==> src/rtl/crc_32_chk_gtx.sv <==
// Receive-side Ethernet FCS checker. It strips the 4-byte FCS, forwards the payload and reports per-frame status.
// Latency is 5 cycles from byte in to byte out, with no backpressure. Define CRC_STAT_EN to build the good/bad frame counters.
module crc_32_chk_gtx #(
   parameter int MAX_LEN = 1518,
   parameter int LEN_W   = 11
) (
   input  logic             clk,
   input  logic             rst,
   input  logic [7:0]       rx_data,
   input  logic             rx_data_valid,
   output logic [7:0]       tx_data,
   output logic             tx_data_valid,
   output logic             tx_sof,
   output logic             frame_done,
   output logic             crc_ok,
   output logic             crc_err,
   output logic             runt_err,
   output logic             len_err,
   output logic [LEN_W-1:0] frame_len,
   output logic [15:0]      good_cnt,
   output logic [15:0]      err_cnt
);
   typedef enum logic [2:0] {WAIT, IDLE, FILL, PASS, DONE} state_t;

   localparam logic [LEN_W-1:0] MAX_LEN_L = LEN_W'(MAX_LEN);
   localparam logic [LEN_W-1:0] RUNT_LEN  = LEN_W'(4);

   state_t           state;
   logic [3:0][7:0]  dl;          // dl[0] is the oldest byte; at end of frame dl holds the FCS
   logic [31:0]      crc;
   logic [LEN_W-1:0] len;
   logic [LEN_W-1:0] len_inc;
   logic             first_out;
   logic             is_runt;
   logic             is_long;
   logic             fcs_bad;

   function automatic logic [31:0] crc_byte(input logic [31:0] c, input logic [7:0] d);
      logic [31:0] r;
      r = c ^ {24'd0, d};
      for (int i = 0; i < 8; i++) begin
         r = r[0] ? ((r >> 1) ^ 32'hEDB88320) : (r >> 1);
      end
      return r;
   endfunction

   assign len_inc = (len == '1) ? len : len + 1'b1;
   assign is_runt = (len <= RUNT_LEN);
   assign is_long = (len > MAX_LEN_L);
   assign fcs_bad = !is_runt && (dl != ~crc);

   always_ff @(posedge clk) begin
      if (rst) begin
         state         <= WAIT;
         dl            <= '0;
         crc           <= 32'hFFFFFFFF;
         len           <= '0;
         first_out     <= 1'b0;
         tx_data       <= '0;
         tx_data_valid <= 1'b0;
         tx_sof        <= 1'b0;
         frame_done    <= 1'b0;
         crc_ok        <= 1'b0;
         crc_err       <= 1'b0;
         runt_err      <= 1'b0;
         len_err       <= 1'b0;
         frame_len     <= '0;
      end else begin
         tx_data_valid <= 1'b0;
         tx_sof        <= 1'b0;
         frame_done    <= 1'b0;
         crc_ok        <= 1'b0;
         crc_err       <= 1'b0;
         runt_err      <= 1'b0;
         len_err       <= 1'b0;
         frame_len     <= '0;
         case (state)
            WAIT: begin
               if (!rx_data_valid) state <= IDLE;
            end
            IDLE: begin
               if (rx_data_valid) begin
                  dl    <= {rx_data, dl[3:1]};
                  len   <= LEN_W'(1);
                  crc   <= 32'hFFFFFFFF;
                  state <= FILL;
               end
            end
            FILL, PASS: begin
               if (rx_data_valid) begin
                  dl  <= {rx_data, dl[3:1]};
                  len <= len_inc;
                  if (state == PASS) begin
                     tx_data       <= dl[0];
                     tx_data_valid <= 1'b1;
                     tx_sof        <= first_out;
                     first_out     <= 1'b0;
                     crc           <= crc_byte(crc, dl[0]);
                  end else if (len == LEN_W'(3)) begin
                     first_out <= 1'b1;
                     state     <= PASS;
                  end
               end else begin
                  // Status is registered here so it is presented during the DONE cycle
                  frame_done <= 1'b1;
                  frame_len  <= len;
                  runt_err   <= is_runt;
                  len_err    <= is_long;
                  crc_err    <= fcs_bad;
                  crc_ok     <= !(is_runt || is_long || fcs_bad);
                  first_out  <= 1'b0;
                  state      <= DONE;
               end
            end
            DONE: begin
               crc <= 32'hFFFFFFFF;
               if (rx_data_valid) begin
                  dl    <= {rx_data, dl[3:1]};
                  len   <= LEN_W'(1);
                  state <= FILL;
               end else begin
                  state <= IDLE;
               end
            end
            default: state <= WAIT;
         endcase
      end
   end

`ifdef CRC_STAT_EN
   always_ff @(posedge clk) begin
      if (rst) begin
         good_cnt <= '0;
         err_cnt  <= '0;
      end else if (frame_done) begin
         if (crc_ok) begin
            if (good_cnt != 16'hFFFF) good_cnt <= good_cnt + 1'b1;
         end else begin
            if (err_cnt != 16'hFFFF) err_cnt <= err_cnt + 1'b1;
         end
      end
   end
`else
   assign good_cnt = '0;
   assign err_cnt  = '0;
`endif

endmodule

==> config.mk <==
export PLATFORM = sky130hd
export DESIGN_NAME = crc_32_chk_gtx
export DESIGN_NICKNAME = d
export VERILOG_FILES = /design/src/rtl/crc_32_chk_gtx.sv
export SDC_FILE = /design/constraint.sdc
export NUM_CORES = 1
export LEC_CHECK = 0
export ABC_AREA = 1
export CORE_MARGIN = 1
export CORE_UTILIZATION = 35
export DETAILED_ROUTE_END_ITERATION = 10
export PLACE_DENSITY = 0.6
export SYNTH_ARGS = -nofsm -noshare
export SYNTH_HDL_FRONTEND = slang
export SYNTH_SLANG_ARGS = --single-unit
==> constraint.sdc <==
create_clock -name clk -period 4.35 [get_ports clk]
set_input_delay 0.87 -clock clk [delete_from_list [all_inputs] [get_ports clk]]
set_output_delay 0.87 -clock clk [all_outputs]
set_load 0.005 [all_outputs]
# [After elaboration in Yosys (flattened, before gate mapping)]
# Index checks and enable logic that the tools add are counted.
[op_classes] n_addsub=1 n_mul=0 div=0 n_lt_le_gt_ge=2 eq_ne=16 shifts=0 mux=28 bitwise=13 reduce_logical=21
[op_table] operator="32-bit 2-to-1 mux" n=11
[op_table] operator="13-bit NOT with 14-bit output" n=8
[op_table] operator="32-bit case mux with 3 select lines" n=1
[op_table] operator="11-bit 2-to-1 mux" n=3
[op_table] operator="32-bit != test" n=1
[op_table] operator="32-bit NOT" n=1
[op_table] operator="32-bit by 8-bit bitwise XOR with 32-bit output" n=1
[op_table] operator="11-bit case mux with 2 select lines" n=1
[op_table] operator="3-bit 2-to-1 mux" n=5
[op_table] operator="3-bit case mux with 4 select lines" n=1
[op_table] operator="4-bit AND reduction" n=3
[op_table] operator="11-bit by 1-bit adder with 11-bit output (second input constant)" n=1
[op_table] operator="11-bit equality test (second input constant)" n=1
[op_table] operator="11-bit by 2-bit equality test with 1-bit output (second input constant)" n=1
[op_table] operator="11-bit greater-than comparator (second input constant)" n=1
[op_table] operator="11-bit by 3-bit <= comparator with 1-bit output (second input constant)" n=1
[op_table] operator="2-bit != test (second input constant)" n=5
[op_table] operator="4-bit OR reduction" n=2
[op_table] operator="3-bit by 2-bit equality test with 1-bit output (second input constant)" n=2
[op_table] operator="3-bit != test (second input constant)" n=2
[op_table] operator="2-bit OR reduction" n=3
[op_table] operator="3-bit OR reduction" n=2
[op_table] operator="1-bit 2-to-1 mux" n=5
[op_table] operator="2-bit AND reduction" n=2
[op_table] operator="other kinds (13)" n=17
[word_totals] reg_bits=105 latch_bits=0 mem_bits_rw=0 romBits=0 output_inout_bits=58 wordCells=98 memories=0

# [Logic depth before layout (Yosys ltp)]
# Gate-level depths: netlist of run 1.
[logic_depth] ltp_word=20 mapped_depth=14 ltp_nobuf=14

# [Worst setup path after synthesis of run 1]
# OpenSTA, ideal clock, no wires.
[synth_path] path_type="input to register" start="input port rx_data_valid" end="register crc[25]" arrival_time_ps=1684 slack_ps=2540 stages=8 path_buffers=1 cell_sequence="inv_1 nor2_1 inv_1 nor2_2 buf_2 nand3_1 nand2_1 nand2_1"
[synth_between] elab_chain_cells=2 word_cells_on_any_way=3 cone_classes="2 x eq/ne; 1 x reduce/logical"
[synth_rtl] element="from (decl)" line="10" text="input logic rx_data_valid,"
[synth_rtl] element="2-bit != test (no source line)"
[synth_rtl] element="4-bit AND reduction (no source line) *"
[synth_rtl] element="to (signal assigned)" line="98" text="crc <= crc_byte(crc, dl[0]);"
[synth_rtl] element="to (decl)" line="30" text="logic [31:0] crc;"
# Mark *: on every way between the ends. The rest lies on a longest branch, timed or not.
# A chain may end at the register's enable or synchronous reset.

# [Final worst setup path of run 1]
[layout_path] start="input port rx_data_valid" end="register len[3]"
[layout_between] elab_chain_cells=2 word_cells_on_any_way=3 cone_classes="2 x eq/ne; 1 x reduce/logical"
[layout_rtl] element="2-bit by 1-bit != test with 1-bit output (no source line) or 2-bit != test (tied branches)"
[layout_rtl] element="4-bit AND reduction (no source line) *"
[layout_rtl] element="to (signal assigned)" line="92" text="len <= len_inc;"
[layout_rtl] element="to (decl)" line="31" text="logic [LEN_W-1:0] len;"
# Marks and branches as above.

==> results.py, run 1 <==
metrics = {
    "clocking": {
        "cts-root-buf": "clkbuf_16",
        "post_cts_resized": 0,
        "h-tree-depth": 3,
        "cts.clk_slew.worst_paths_ns": 0.08,
        "cts_buffers": 9,
        "clkLatencyLatePin_ns": 0.36,
        "post_cts_buffers": 0,
        "cts_tree": "done",
        "clock-sinks": 105,
        "cts_buffer_depth": 2,
        "cts_hold_buf": 0,
    },
    "global_route": {
        "first_global_vias": 4345,
        "grt_pass1_wl_mm": 23.3,
        "antenna_found_initial": 0,
        "grt_start_max_net_pins": 43,
        "grt_overflow": 0,
        "gr-usage-all-layers_pct": 18.6,
    },
    "routing": {
        "wl_mm": 14.3,
        "postRouteAntennaNets": 0,
        "num_vias": 4979,
        "drc_errors": 0,
        "firstDrtPassIters": 6,
        "drt_iter0_drc": 394,
        "viasPerCell": 4.78,
        "wl_per_cell_um": 13.8,
    },
    "die": {
        "initial_core_util_pct": 36.3,
        "ios": 69,
        "core_mm2": 0.0153,
        "die_height_um": 128,
        "rows": 45,
        "dieArea_mm2": 0.0164,
        "dieWidth_um": 128,
    },
    "critical_path": {
        "cp_max_fo": 42,
        "timing.rr.start": "len[0]",
        "crit_required_ns": 4.60,
        "cp_slowest_cell": "clkdlybuf4s50_1",
        "path_class": "in2reg",
        "path_cells": "clkdlybuf4s50_1, nand2_2, a21oi_4, inv_2, nor2_4, nand2_1, xor2_1, nor2_1",
        "critPathMaxStageDelay_ns": 0.57,
        "end_kind": "register",
        "crit_arrival_ns": 3.11,
        "startpoint_type": "input port",
        "startpoint": "rx_data_valid",
        "crit_family": "buffers and inverters",
        "cp_num_buf_inv": 2,
    },
    "pwr": {
        "max-vdd-ir-drop_mv": 0.218,
        "p_per_area_mw_per_mm2": 455,
        "finalPower_uw": 2860,
        "leakagePower_uw": 0.00284,
    },
    "status": {
        "outcome": "finished, final reports clean",
    },
    "sta": {
        "finalSetupViolCount": 0,
        "timing.fmax_mhz": 349,
        "finalMaxSlewViolations": 0,
        "tns_ns": 0,
        "min_period_over_period_pct": 65.8,
        "rsz0062_at_grt": "no",
        "maxSlewHeadroom_pct": 48.1,
        "worst_pin_slew_ns": 0.774,
        "holdWs_ns": 0.499,
        "fin_crit_ns": 2.86,
        "final.setup.worst_slack_ns": 1.49,
        "hold_viol_final": 0,
        "fin_skew_ns": 0.00800,
    },
    "synthesis": {
        "synth_flop_cell": "dfxtp_1",
        "yosysSeqAreaShare_pct": 37.9,
        "ys_warn_count": 0,
        "synth_mux_area_share_pct": 0,
        "syn_inst": 799,
        "synthSimpleGateAreaFrac_pct": 27.6,
        "synthXorXnorAreaFrac_pct": 8.54,
        "synth_edf_count": 0,
        "synth.avg_cell_area_um2": 6.95,
        "syn_area_mm2": 0.00555,
        "synthAdderAreaFrac_pct": 0.676,
        "synth_top_family_by_area": "simple AND/OR/NAND/NOR gates",
        "ys_ff_latch": 105,
        "async_flop_share_pct": 0,
        "ys_types": 39,
        "synth_compound_area_share_pct": 13.6,
    },
    "finish": {
        "drive_gt1_share_pct": 6.38,
        "fin_nets": 840,
        "final_cell_mix": "186 x nand2_1, 105 x dfxtp_1, 95 x nor2_1",
        "synthToLayoutAreaGrowth_pct": 13.2,
        "stdcell_count": 1042,
        "n_antenna_cell": 0,
        "layout_commonest_cell": "nand2_1",
        "nFillCells": 1652,
    },
    "placed_design": {
        "place.gp.congestion": 0.863,
        "dp.cells": 1026,
        "io_buffers": 36,
        "dp_hpwl_mm": 10.2,
        "place_ws_ns": 1.12,
    },
    "worst_hold_path": {
        "worstHoldStart": "first_out",
        "worstHoldPathType": "reg2reg",
    },
    "job": {
        "max-cap-violations": 0,
    },
}
worst min-delay path, delay by kind of cell (launching register included):
family / cells / cell delay, ns
and+or+nand+nor: 2 / 0.14
DFF: 1 / 0.32
synth_stat cells (3+ instances only):
library cell | count | area, um2
nand4_1 | 9 | 56.3
o211ai_1 | 10 | 75.1
ha_1 | 3 | 37.5
o22ai_1 | 3 | 18.8
buf_2 | 5 | 25.0
nand3_1 | 40 | 200
dfxtp_1 | 105 | 2100
xnor2_1 | 17 | 149
xor2_1 | 34 | 298
a21oi_1 | 39 | 195
nor2_1 | 95 | 357
nand2_2 | 8 | 50.1
o21ai_0 | 71 | 355
o21ai_1 | 8 | 40.0
o21bai_1 | 3 | 22.5
nor3_1 | 6 | 30.0
inv_2 | 10 | 37.5
buf_4 | 34 | 255
or2_2 | 5 | 31.3
nand2_1 | 186 | 698
nor4_1 | 5 | 31.3
inv_1 | 68 | 255
clkbuf_1 | 16 | 60.1
metrics by stage:
step	util [%]	instance area [um2]
2_1_floorplan	-	5670
3_3_place_gp	39.1	5990
3_5_place_dp	39.1	5990
4_1_cts	41.1	6290
5_1_grt	41.1	6290
6_report	41.1	6290
layer usage:
metal,GRT usage (%),vias up,wire [um]
li1,-,2549,-
met1,26.4,2241,7030
met2,28.0,169,6200
met3,3.59,20,831
met4,6.71,0,277
met5,0,-,0
final timing paths:
check                                  to  slack, ns  cells after the start
worst max-delay path               len[3]       1.49                      8
worst min register to register  first_out       0.50                      2
worst min-delay path            first_out       0.50                      2
worst max register to register     len[4]       1.92                      9
cell families (layout without fill, tap and decap cells):
family	Yosys count	in the layout
AOI/OAI and AO/OA	139	139
xor gates and xnor gates	52	52
adders and majority gates	3	3
buffers and inverters	137	138
DFF	105	105
other	1	32
and+or+nand+nor	362	362
flip-flops by register name, summed over array words and instances (netlist names):
signal         count
tx_data            8
frame_len         11
frame_done         1
dl                32
len_err            1
crc_err            1
tx_data_valid      1
state              3
crc               32
crc_ok             1
first_out          1
len               11
tx_sof             1
runt_err           1
report_power, final:
group	internal [uW]	total (uW)	leakage (uW)	switching, uW
registers	1040	1130	0.000856	88.8
clock network	417	819	0.000143	402
logic	313	909	0.00184	595
total	1770	2860	0.00284	1090
final cells by class:
| class | instances | area (um2) | area share, % |
|---|---|---|---|
| clock buffer | 10 | 239 | 3.80 |
| clock inverter | 6 | 58.8 | 0.935 |
| inverter | 80 | 300 | 4.78 |
| multi-input combinational | 588 | 2920 | 46.4 |
| sequential | 105 | 2100 | 33.4 |
| tap | 211 | 264 | 4.20 |
| timing repair buffer | 42 | 405 | 6.45 |
Note: power is estimated with default switching activity, not from simulation.
==> inputs of run 2 (changes only) <==
==> constraint.sdc (replaced) <==
create_clock -name clk -period 2.9 [get_ports clk]
set_input_delay 0.58 -clock clk [delete_from_list [all_inputs] [get_ports clk]]
set_output_delay 0.58 -clock clk [all_outputs]
set_load 0.005 [all_outputs]
==> results.py, run 2 (same netlist as run 1, synthesis figures left out) <==
metrics = {
    "clocking": {
        "cts-root-buf": "clkbuf_16",
        "post_cts_buffers": 0,
        "cts_buffer_depth": 2,
        "clkLatencyLatePin_ns": 0.36,
        "h-tree-depth": 3,
        "cts_hold_buf": 0,
        "cts.clk_slew.worst_paths_ns": 0.07,
        "post_cts_resized": 0,
        "cts_tree": "done",
        "clock-sinks": 105,
        "cts_buffers": 9,
    },
    "pwr": {
        "p_seq_share_pct": 38.5,
        "p_per_area_mw_per_mm2": 693,
        "swShare_pct": 36.8,
        "p_sw_uw": 1620,
        "max-vdd-ir-drop_mv": 0.357,
        "leakagePower_uw": 0.00288,
        "p_int_uw": 2780,
        "pwr-share-comb_pct": 32.0,
        "pwr-share-clk_pct": 29.5,
    },
    "die": {
        "initial_core_util_pct": 36.3,
        "core_mm2": 0.0153,
        "dieArea_mm2": 0.0164,
        "dieWidth_um": 128,
        "rows": 45,
        "ios": 69,
        "die_height_um": 128,
    },
    "job": {
        "max-cap-violations": 0,
    },
    "finish": {
        "n_antenna_cell": 0,
        "synthToLayoutAreaGrowth_pct": 14.3,
        "layout_commonest_cell": "nand2_1",
        "final_cell_mix": "186 x nand2_1, 105 x dfxtp_1, 95 x nor2_1",
        "utilization_pct": 41.4,
        "fin_nets": 844,
        "drive_gt1_share_pct": 6.71,
        "reg_top3": "crc x32, dl x32",
    },
    "sta": {
        "maxSlewHeadroom_pct": 57.9,
        "finalSetupViolCount": 0,
        "fin_skew_ns": 0.00898,
        "worst_pin_slew_ns": 0.631,
        "min_period_over_period_pct": 70.1,
        "fin_crit_ns": 2.03,
        "finalMaxSlewViolations": 0,
        "timing.fmax_mhz": 492,
        "rsz0062_at_grt": "no",
        "hold_viol_final": 0,
        "tns_ns": 0,
    },
    "routing": {
        "num_vias": 4879,
        "wl_per_cell_um": 13.9,
        "postRouteAntennaNets": 0,
        "wl_mm": 14.6,
        "drc_errors": 0,
        "drt_iter0_drc": 330,
        "firstDrtPassIters": 4,
        "viasPerCell": 4.66,
    },
    "placed_design": {
        "place.gp.congestion": 0.872,
        "dp_hpwl_mm": 10.6,
        "io_buffers": 36,
    },
    "global_route": {
        "antenna_found_initial": 0,
        "grt_pass1_wl_mm": 23.7,
        "grt_start_max_net_pins": 71,
        "first_global_vias": 4378,
        "grt_overflow": 0,
        "gr-usage-all-layers_pct": 19.0,
    },
    "critical_path": {
        "crit_required_ns": 3.14,
        "startpoint_type": "input port",
        "path_class": "in2reg",
        "end_kind": "register",
        "cp_max_fo": 19,
        "crit_arrival_ns": 2.27,
    },
    "status": {
        "outcome": "finished, final reports clean",
    },
    "worst_hold_path": {
        "worstHoldPathType": "reg2reg",
    },
}
-- run 2: cell types whose count changed in the layout (fill, tap and decap cells not counted), sizes merged --
cell / delta
clkinv: -2
bufinv: +1
buf: +4
clkinvlp: -1
clkbuf: +2
-- run 2: cell type report --
cell class	instances	area (um2)
multi-input combinational	588	2920
fill	1633	8970
timing repair buffer	46	448
tap	211	264
clock buffer	12	256
sequential	105	2100
inverter	80	300
clock inverter	4	56.3
-- run 2: layer usage --
metal  vias up  wire length [um]  track usage (%)
li1       2559                 -                -
met1      2197              7380             27.2
met2       110              6310             28.4
met3        13               655             3.96
met4         0               222             5.74
met5         -                 0                0
-- run 2: final timing paths --
kind | endpoint | cells after the start | from | slack, ns
worst max-delay path | crc[9] | 8 | rx_data_valid | 0.87
worst min-delay path | len[5] | 2 | len[5] | 0.50
worst max register to register | len[1] | 9 | len[0] | 0.93
worst min register to register | len[5] | 2 | len[5] | 0.50
-- run 2: power by group through the flow --
stage | sequential (uW) | clock, uW | combinational, uW
global placement | 1720 | 0 | 1380
global route | 1710 | 1390 | 1600
finish | 1690 | 1300 | 1400
CTS | 1690 | 1340 | 1390
floorplan | 1680 | 0 | 1110
detailed placement | 1730 | 0 | 1390
-- run 2: per-stage QoR --
| stage | cell area, um2 | setup WS [ns] | hold WS, ns | std cells | total power, uW |
|---|---|---|---|---|---|
| after global placement | 6030 | 0.531 | 0.484 | 1030 | 3100 |
| after global routing | 6340 | 0.691 | 0.526 | 1046 | 4700 |
| after detailed placement | 6030 | 0.526 | 0.486 | 1030 | 3110 |
| final | 6340 | 0.867 | 0.502 | 1046 | 4390 |
| after CTS | 6340 | 0.898 | 0.500 | 1046 | 4430 |
| after floorplan | 5670 | 1.25 | 0.455 | 830 | 2780 |
-- run 2: critical path, stage by stage --
cell and delay (ns):
clkdlybuf4s50_1 0.55, inv_1 0.07, nor2_1 0.17, inv_1 0.07
nor2_2 0.49, inv_1 0.13, o22ai_1 0.14, nand2_1 0.06
==> inputs of run 3 (changes only) <==
==> constraint.sdc (replaced) <==
create_clock -name clk -period 2 [get_ports clk]
set_input_delay 0.4 -clock clk [delete_from_list [all_inputs] [get_ports clk]]
set_output_delay 0.4 -clock clk [all_outputs]
set_load 0.005 [all_outputs]
==> results.py, run 3 (same netlist as run 1, synthesis figures left out) <==
metrics = {
    "sta": {
        "rsz0062_at_grt": "no",
        "hold_viol_final": 0,
        "maxSlewHeadroom_pct": 66.5,
        "min_period_over_period_pct": 91.9,
        "fin_skew_ns": 0.00516,
        "timing.fmax_mhz": 544,
        "finalSetupViolCount": 0,
        "finalMaxSlewViolations": 0,
        "worst_pin_slew_ns": 0.501,
        "tns_ns": 0,
        "holdWs_ns": 0.491,
        "fin_crit_ns": 1.84,
    },
    "clocking": {
        "cts.clk_slew.worst_paths_ns": 0.07,
        "h-tree-depth": 3,
        "cts-root-buf": "clkbuf_16",
        "cts_buffer_depth": 2,
        "cts_buffers": 9,
        "post_cts_resized": 0,
        "cts_tree": "done",
        "post_cts_buffers": 0,
        "cts_hold_buf": 0,
        "clkLatencyLatePin_ns": 0.36,
        "clock-sinks": 105,
    },
    "critical_path": {
        "cp_slowest_cell": "dfxtp_1",
        "crit_required_ns": 2.24,
        "crit_arrival_ns": 2.08,
        "cp_max_fo": 7,
        "end_kind": "register",
        "cp_num_buf_inv": 2,
        "cpMostUsedCell": "nand2_1",
        "path_class": "reg2reg",
        "startpoint_type": "register",
        "critPathMaxStageDelay_ns": 0.37,
        "crit_family": "simple AND/OR/NAND/NOR gates",
        "path_cells": "inv_2, nand2_1, nand2_2, nand2_1, nand2_2, inv_2, nand2_1, nand2_2, nand2_1, o211ai_1, nand3_1",
    },
    "pwr": {
        "p_per_area_mw_per_mm2": 1010,
        "leakagePower_uw": 0.00296,
        "max-vdd-ir-drop_mv": 0.529,
    },
    "die": {
        "die_height_um": 128,
        "rows": 45,
        "dieWidth_um": 128,
        "initial_core_util_pct": 36.3,
        "ios": 69,
        "core_mm2": 0.0153,
        "dieArea_mm2": 0.0164,
    },
    "finish": {
        "fin_nets": 859,
        "reg_top3": "crc x32, dl x32",
        "layout_commonest_cell": "nand2_1",
        "synthToLayoutAreaGrowth_pct": 17.2,
        "drive_gt1_share_pct": 8.59,
        "n_antenna_cell": 0,
        "final_cell_mix": "186 x nand2_1, 105 x dfxtp_1, 95 x nor2_1",
    },
    "routing": {
        "drt_iter0_drc": 415,
        "num_vias": 5022,
        "postRouteAntennaNets": 0,
        "viasPerCell": 4.73,
        "wl_mm": 14.8,
        "wl_per_cell_um": 13.9,
        "firstDrtPassIters": 5,
        "drc_errors": 0,
    },
    "global_route": {
        "grt_start_max_net_pins": 42,
        "grt_pass1_wl_mm": 23.8,
        "gr-usage-all-layers_pct": 19.0,
        "first_global_vias": 4480,
        "antenna_found_initial": 0,
        "grt_overflow": 0,
    },
    "job": {
        "max-cap-violations": 0,
    },
    "worst_hold_path": {
        "worstHoldPathType": "reg2reg",
    },
    "placed_design": {
        "place.gp.congestion": 0.881,
        "dp_hpwl_mm": 10.8,
        "io_buffers": 36,
    },
    "status": {
        "outcome": "finished, final reports clean",
    },
}
-- run 3: changes by cell type in the layout (fill, tap and decap cells not counted) --
cell,before,now
clkbuf_1,1,0
buf_4,9,22
clkinvlp_4,0,1
ha_2,0,1
bufinv_16,1,2
clkbuf_8,2,0
inv_8,0,3
inv_6,3,0
buf_12,1,3
clkinv_4,0,1
ha_1,3,2
-- run 3: final cells by class --
cell class | count | area, um2
Inverter | 80 | 300
Timing Repair Buffer | 61 | 586
Clock inverter | 7 | 110
Fill cell | 1647 | 8810
Tap cell | 211 | 264
Sequential cell | 105 | 2100
Clock buffer | 9 | 225
Multi-Input combinational cell | 588 | 2920
-- run 3: power by group --
part	internal (uW)	switching (uW)	leakage [uW]
logic	758	1360	0.00195
registers	2270	179	0.000856
clock network	1130	859	0.000162
-- run 3: path summary, 6_finish.rpt --
kind,startpoint,endpoint,slack [ns],cells past startpoint
worst max-delay path,dl[0],crc[8],0.16,11
worst min-delay path,first_out,first_out,0.49,2
worst max register to register,dl[0],crc[8],0.16,11
worst min register to register,first_out,first_out,0.49,2
-- run 3: worst min-delay path: stages, from the launching register on --
cell and delay, ns:
dfxtp_1 0.31, nor2_1 0.09, nor4_1 0.05
-- run 3: routing by layer --
metal  part of all wire [%]  up-vias  GRT usage (%)
li1                       -     2590              -
met3                    5.3       17           4.51
met2                     44      144           28.8
met1                     49     2271           26.6
met5                      0        -              0
met4                    1.7        0           5.88
-- run 3: metrics by stage --
| stage | util, % | total power, uW | instance area, um2 | cells | setup slack [ns] |
|---|---|---|---|---|---|
| floorplan | - | 4040 | 5670 | 830 | 0.346 |
| global placement | 40.3 | 4570 | 6170 | 1045 | 0.0312 |
| detailed placement | 40.3 | 4580 | 6170 | 1045 | 0.0216 |
| CTS | 42.5 | 6590 | 6500 | 1061 | 0.174 |
| global route | 42.5 | 6980 | 6510 | 1061 | 0.0180 |
| finish | 42.5 | 6550 | 6510 | 1061 | 0.163 |
